`src/rtl/wb_result_stage_pkg.sv`:
```
// Shared definitions for the writeback result stage: result-source codes,
// FSM state encoding and the latched instruction record.
package wb_result_stage_pkg;

    localparam int WB_XLEN = 32;

    localparam logic [1:0] RESULT_FROM_ALU = 2'b00;
    localparam logic [1:0] RESULT_FROM_MEM = 2'b01;
    localparam logic [1:0] RESULT_FROM_PC4 = 2'b10;
    localparam logic [1:0] RESULT_ILLEGAL  = 2'b11;

    typedef enum logic [1:0] {
        IDLE     = 2'd0,
        WAIT_MEM = 2'd1,
        COMMIT   = 2'd2
    } wb_state_t;

    typedef struct packed {
        logic [1:0]         src;
        logic               reg_write;
        logic [4:0]         rd;
        logic [WB_XLEN-1:0] alu_result;
        logic [WB_XLEN-1:0] pc_plus4;
    } wb_instr_t;

endpackage

```
`src/rtl/wb_result_stage_mux.sv`:
```
// Combinational 3:1 result select keyed on the ResultSource code; any code
// other than MEM/PC4 (including the illegal one) selects the ALU result.
module wb_result_mux
    import wb_result_stage_pkg::*;
#(
    parameter int XLEN = 32
) (
    input  logic [1:0]      src,
    input  logic [XLEN-1:0] alu_result,
    input  logic [XLEN-1:0] mem_data,
    input  logic [XLEN-1:0] pc_plus4,
    output logic [XLEN-1:0] result
);

    always_comb begin
        result = alu_result;
        case (src)
            RESULT_FROM_MEM: result = mem_data;
            RESULT_FROM_PC4: result = pc_plus4;
            default:         result = alu_result;
        endcase
    end

endmodule

```
`src/rtl/wb_result_stage.sv`:
```
// Writeback stage: accepts one retiring instruction per handshake, waits on load
// data when needed, commits to the register file and counts retirements.
// Optional macro WB_ILLEGAL_SRC_TRAP_EN adds the illegal_src trap output.
module wb_result_stage
    import wb_result_stage_pkg::*;
#(
    parameter int XLEN  = 32,
    parameter int CNT_W = 32
) (
    input  logic             clk,
    input  logic             reset,
    input  logic             in_valid,
    output logic             in_ready,
    input  logic [1:0]       in_result_src,
    input  logic             in_reg_write,
    input  logic [4:0]       in_rd,
    input  logic [XLEN-1:0]  in_alu_result,
    input  logic [XLEN-1:0]  in_pc_plus4,
    input  logic             mem_rvalid,
    input  logic [XLEN-1:0]  mem_rdata,
    output logic             mem_rready,
`ifdef WB_ILLEGAL_SRC_TRAP_EN
    output logic             illegal_src,
`endif
    output logic             rf_we,
    output logic [4:0]       rf_waddr,
    output logic [XLEN-1:0]  rf_wdata,
    output logic [CNT_W-1:0] retire_count
);

    wb_state_t        state_q, state_d;
    wb_instr_t        instr_q, instr_d;
    logic             rf_we_q, rf_we_d;
    logic [4:0]       rf_waddr_q, rf_waddr_d;
    logic [XLEN-1:0]  rf_wdata_q, rf_wdata_d;
    logic [CNT_W-1:0] retire_count_q, retire_count_d;
    logic             illegal_q, illegal_d;

    logic             accept;
    logic             enter_commit;
    logic [1:0]       commit_src;
    logic             commit_reg_write;
    logic [4:0]       commit_rd;
    logic [XLEN-1:0]  mux_result;

    assign in_ready   = (state_q == IDLE) || (state_q == COMMIT);
    assign mem_rready = (state_q == WAIT_MEM);
    assign accept     = in_valid && in_ready;

    // While waiting on a load the committing instruction is the latched one;
    // otherwise the instruction being accepted this cycle commits next cycle.
    always_comb begin
        commit_src       = in_result_src;
        commit_reg_write = in_reg_write;
        commit_rd        = in_rd;
        if (state_q == WAIT_MEM) begin
            commit_src       = instr_q.src;
            commit_reg_write = instr_q.reg_write;
            commit_rd        = instr_q.rd;
        end
    end

    wb_result_mux #(.XLEN(XLEN)) u_mux (
        .src        (commit_src),
        .alu_result (in_alu_result),
        .mem_data   (mem_rdata),
        .pc_plus4   (in_pc_plus4),
        .result     (mux_result)
    );

    always_comb begin
        state_d        = state_q;
        instr_d        = instr_q;
        rf_we_d        = 1'b0;
        rf_waddr_d     = rf_waddr_q;
        rf_wdata_d     = rf_wdata_q;
        retire_count_d = retire_count_q;
        illegal_d      = 1'b0;
        enter_commit   = 1'b0;

        case (state_q)
            IDLE, COMMIT: begin
                state_d = IDLE;
                if (accept) begin
                    instr_d.src        = in_result_src;
                    instr_d.reg_write  = in_reg_write;
                    instr_d.rd         = in_rd;
                    instr_d.alu_result = in_alu_result;
                    instr_d.pc_plus4   = in_pc_plus4;
                    if (in_result_src == RESULT_FROM_MEM) begin
                        state_d = WAIT_MEM;
                    end else begin
                        state_d      = COMMIT;
                        enter_commit = 1'b1;
                    end
                end
            end
            WAIT_MEM: begin
                if (mem_rvalid) begin
                    state_d      = COMMIT;
                    enter_commit = 1'b1;
                end
            end
            default: state_d = IDLE;
        endcase

        // Commit outputs are registered on entry, so they are visible exactly
        // during the single COMMIT cycle.
        if (enter_commit) begin
            rf_waddr_d = commit_rd;
            rf_wdata_d = mux_result;
`ifdef WB_ILLEGAL_SRC_TRAP_EN
            if (commit_src == RESULT_ILLEGAL) begin
                illegal_d = 1'b1;
            end else begin
                rf_we_d        = commit_reg_write && (commit_rd != 5'd0);
                retire_count_d = retire_count_q + 1'b1;
            end
`else
            rf_we_d        = commit_reg_write && (commit_rd != 5'd0);
            retire_count_d = retire_count_q + 1'b1;
`endif
        end
    end

    always_ff @(posedge clk) begin
        if (reset) begin
            state_q        <= IDLE;
            instr_q        <= '0;
            rf_we_q        <= 1'b0;
            rf_waddr_q     <= 5'd0;
            rf_wdata_q     <= '0;
            retire_count_q <= '0;
            illegal_q      <= 1'b0;
        end else begin
            state_q        <= state_d;
            instr_q        <= instr_d;
            rf_we_q        <= rf_we_d;
            rf_waddr_q     <= rf_waddr_d;
            rf_wdata_q     <= rf_wdata_d;
            retire_count_q <= retire_count_d;
            illegal_q      <= illegal_d;
        end
    end

    assign rf_we        = rf_we_q;
    assign rf_waddr     = rf_waddr_q;
    assign rf_wdata     = rf_wdata_q;
    assign retire_count = retire_count_q;

`ifdef WB_ILLEGAL_SRC_TRAP_EN
    assign illegal_src = illegal_q;
`else
    logic unused_ok;
    assign unused_ok = illegal_q ^ (|instr_q.alu_result) ^ (|instr_q.pc_plus4);
`endif

endmodule

```
`config.mk`:
```
export PLATFORM = sky130hd
export DESIGN_NAME = wb_result_stage
export DESIGN_NICKNAME = d
export VERILOG_FILES = /design/src/rtl/wb_result_stage_pkg.sv /design/src/rtl/wb_result_stage_mux.sv /design/src/rtl/wb_result_stage.sv
export SDC_FILE = /design/constraint.sdc
export NUM_CORES = 1
export LEC_CHECK = 0
export BUFFER_PORTS_ARGS = -buffer_cell sky130_fd_sc_hd__buf_2
export CAP_MARGIN = 20
export CORE_UTILIZATION = 44
export CTS_CLUSTER_DIAMETER = 150
export DETAILED_ROUTE_END_ITERATION = 16
export PLACE_DENSITY = 0.75
export SLEW_MARGIN = 15
export SYNTH_ARGS = -nofsm -noshare
export SYNTH_HDL_FRONTEND = slang
export SYNTH_SLANG_ARGS = --single-unit
```
`constraint.sdc`:
```
create_clock -name clk -period 2.7 [get_ports clk]
set_clock_uncertainty 0.15 [all_clocks]
set_input_delay 0 -clock clk [delete_from_list [all_inputs] [get_ports clk]]
set_output_delay 0 -clock clk [all_outputs]
set_load 0.03 [all_outputs]
```
==> key figures <==
Drt
  – Pre-Repair DR Iteration Count: 5
  – DRT antenna net count: 0
  – Drt wl/cell: ~15 um
  – Iteration-0 DRC Markers: about 330
  – Vias/cell: between 5 and 6
  – DRC: 0
  – Vias: around 4.8k
  – Final WL: 13.1 mm

Setup path
  – Worst Setup Path Type: flop to flop
  – Crit Path Max Fanout: 32
  – Register-to-Register Path Depth: 11
  – Worst reg2reg endpoint: rf_wdata[15]
  – R2r setup slk: around 0.19 ns
  – WP data arrival: approximately 2.6 ns
  – Worst Setup End Kind: flop
  – Worst Path Required: 2.81 ns
  – Critical R2R Launch: state_q[1]
  – Startpoint Class: flop

Finish
  – Nets: around 860
  – Most frequent cells in the layout: buf_2, nand2_1, dfxtp_1
  – Antenna cells: 0
  – Syn-to-layout area delta: 49.9%
  – Share of cells above drive strength 1: about 28%
  – Leading cell type in the layout, fill and taps excluded: buf_2

Hold path
  – Hold crit path type: input pin to flop
  – Worst hold endpoint: rf_wdata[3]
  – Hold wc startpoint: mem_rdata[3]
  – Hold Crit Depth: 5

Synthesis
  – XOR/XNOR Fraction of Synth Area: under 10%
  – Syn nets: 622
  – Post-synthesis mux area share: less than 1%
  – Synth unique cells: 36
  – Yosys reg bits: 80
  – Area of the mapped netlist: 3850 um^2
  – Area fraction in and, or, nand and nor cells after synthesis: a little over a quarter
  – Syn avg cell area: around 7.5 um^2
  – Synth Instances: approximately 500
  – Synth Area in Adders: 0.976%
  – Combinational family with the most area after synthesis: simple AND/OR/NAND/NOR gates
  – Synth Warn #: 0
  – Compound-Gate Fraction of Synth Area: between 20% and 30%
  – Sequential-to-total area share from yosys stat: roughly two fifths

Floorplan
  – Die Y: roughly 96 um
  – Die area: 9120 um^2
  – Core Region: between 8000 and 9000 um^2
  – IO Pins: 180
  – Die Width: ~96 um
  – Initial core utilization: a little under half
  – Row count: 33

Pwr
  – Pwr Density: approximately 470 nW/um^2
  – Psw: ~0.85 mW
  – Clock share of power: between 20 and 30%
  – Switching share of power: between 30% and 40%
  – Int Power: between 1.5 and 2 mW
  – Peak VDD IR: approximately 0.00023 V
  – Flop pwr share: between 40 and 50%
  – LEAKAGE: approximately 2.5 nW
  – Comb power frac: between 20% and 30%

Run status
  – Outcome: complete, no violations

Clocking
  – H-tree level count: 3
  – Clock slew seen by the registers of the worst setup and hold paths: roughly 0.080 ns
  – Num CTS Buffers: 9
  – CTS tree: yes
  – CTS Buffer Depth: 2
  – CTS sink count: 80
  – Worst-Skew Late Latency: between 0.3 and 0.4 ns
  – Cts repair resizes: 0
  – Clock root buffer: clkbuf_8

Timing
  – Fin. max-slew vios: 0
  – Worst slew pin tran: ~0.81 ns
  – Worst hold margin: 0.00405 ns
  – Fmax: between 300 and 400 MHz
  – Final setup viols: 0
  – RSZ-0062 raised after global routing: false
  – Final Cycle Share: between 90% and 100%
  – Fin crit period: 2.51 ns
  – Final Hold Viols: 0
  – Headroom to the max-slew limit: a little under half
  – TNS Setup: 0 ns

Placed design
  – Port Buffers: about 180
  – Final GP Congestion: approximately 0.84
  – Post-detail-place hpwl: 7.90 mm

Flow run
  – Total of max-cap violations: 0

GRT
  – Total gr overflow: 0
  – Vias in the first global route: around 4.5k
  – Initial antenna violation count: 0
  – First-pass GRT wire length: between 20 and 25 mm
  – Total GRT Usage: between 20% and 30%
  – Pin count of the biggest net entering global routing: 65
## flip-flops by register name (all words and copies together), names as in the netlist
name          cells
instr_q           8
retire_count     32
rf_waddr          5
rf_wdata         32
rf_we             1
state_q           2
## timing repair
action,4_1_cts,5_1_grt
endpoints found under the hold margin,47,0
hold buffers,78,0
setup buffers,0,0
## stage by stage
| stage | area [um^2] | total power [mW] | util (%) | std cells | setup WS [ns] |
|---|---|---|---|---|---|
| after floorplan | 3850 | 1.62 | - | 511 | 0.341 |
| after global placement | 4810 | 1.81 | 57.7 | 767 | 0.431 |
| after detailed placement | 4810 | 1.82 | 57.7 | 767 | 0.323 |
| after CTS | 5770 | 2.69 | 69.1 | 861 | 0.314 |
| after global routing | 5770 | 2.82 | 69.1 | 861 | 0.00414 |
| final | 5770 | 2.70 | 69.1 | 861 | 0.187 |
## cell families (layout without fill, tap and decap cells)
| kind of cell | Yosys count | count (layout) |
|---|---|---|
| buffers and inverters | 43 | 288 |
| AOI/OAI and AO/OA | 130 | 130 |
| DFF | 80 | 80 |
| muxes | 1 | 1 |
| adders and majority gates | 3 | 3 |
| xor gates and xnor gates | 24 | 24 |
| and+or+nand+nor | 230 | 230 |
## synth_stat cells, drive strengths merged
cell | n | area (um^2)
nand2 | 135 | 507
dfxtp | 80 | 1600
a21oi | 48 | 240
o21ai | 38 | 190
a22oi | 33 | 248
clkbuf | 32 | 120
nor2 | 32 | 120
nand4 | 16 | 100
xor2 | 13 | 114
xnor2 | 11 | 96.3
nand3 | 9 | 45.0
nor4 | 8 | 50.1
and4 | 6 | 52.6
buf | 6 | 40.0
or3 | 6 | 37.5
a311oi | 5 | 43.8
or4 | 5 | 41.3
inv | 4 | 15.0
and2 | 3 | 18.8
and3 | 3 | 18.8
ha | 3 | 37.5
nand2b | 2 | 12.5
nor4b | 2 | 17.5
o211ai | 2 | 15.0
a211oi | 1 | 7.51
a22o | 1 | 8.76
clkinv | 1 | 5.00
mux2i | 1 | 10.0
nor2b | 1 | 6.26
nor3 | 1 | 5.00
o22a | 1 | 8.76
o31ai | 1 | 7.51
or2 | 1 | 6.26
## cell type report
cell class,count,area (um^2)
timing repair buffer,267,1760
clock inverter,5,32.5
fill,639,2570
multi-input combinational,388,2070
clock buffer,11,141
inverter,5,20.0
tap,105,131
sequential,80,1600
## layer usage
layer | GRT usage (%) | routed length, um | up-vias
met3 | 6.14 | 1080 | 61
met5 | 0 | 0 | -
met2 | 47.0 | 6150 | 294
met4 | 15.8 | 572 | 0
met1 | 35.6 | 5330 | 2171
li1 | - | - | 2257
## critical path, stage by stage (launching register included)
cell and delay, ns:
dfxtp_1 0.31, nand2b_1 0.32, clkinv_2 0.24, nand2_1 0.12, nand2_1 0.08, inv_1 0.07
ha_1 0.14, buf_4 0.34, a22oi_1 0.17, o21ai_0 0.18, nand2_1 0.09, a21oi_1 0.23
## power by group through the flow
stage / registers (mW) / clock network [mW] / logic, mW
2_1_floorplan: 1.38 / 0 / 0.242
3_3_place_gp: 1.29 / 0 / 0.519
3_5_place_dp: 1.29 / 0 / 0.527
4_1_cts: 1.26 / 0.813 / 0.614
5_1_grt: 1.27 / 0.861 / 0.690
6_report: 1.26 / 0.797 / 0.637
## how the worst max path moves through the flow
stage	start	end	slack (ns)	depth (start not counted)
after floorplan	retire_count[15]	retire_count[23]	0.34	7
after global placement	state_q[1]	rf_wdata[17]	0.43	11
after detailed placement	state_q[1]	rf_wdata[17]	0.32	11
after CTS	state_q[1]	rf_wdata[12]	0.31	11
after global routing	state_q[1]	rf_wdata[18]	0.004	11
final	state_q[1]	rf_wdata[15]	0.19	11
No activity file was read; power rests on OpenSTA's default activity.
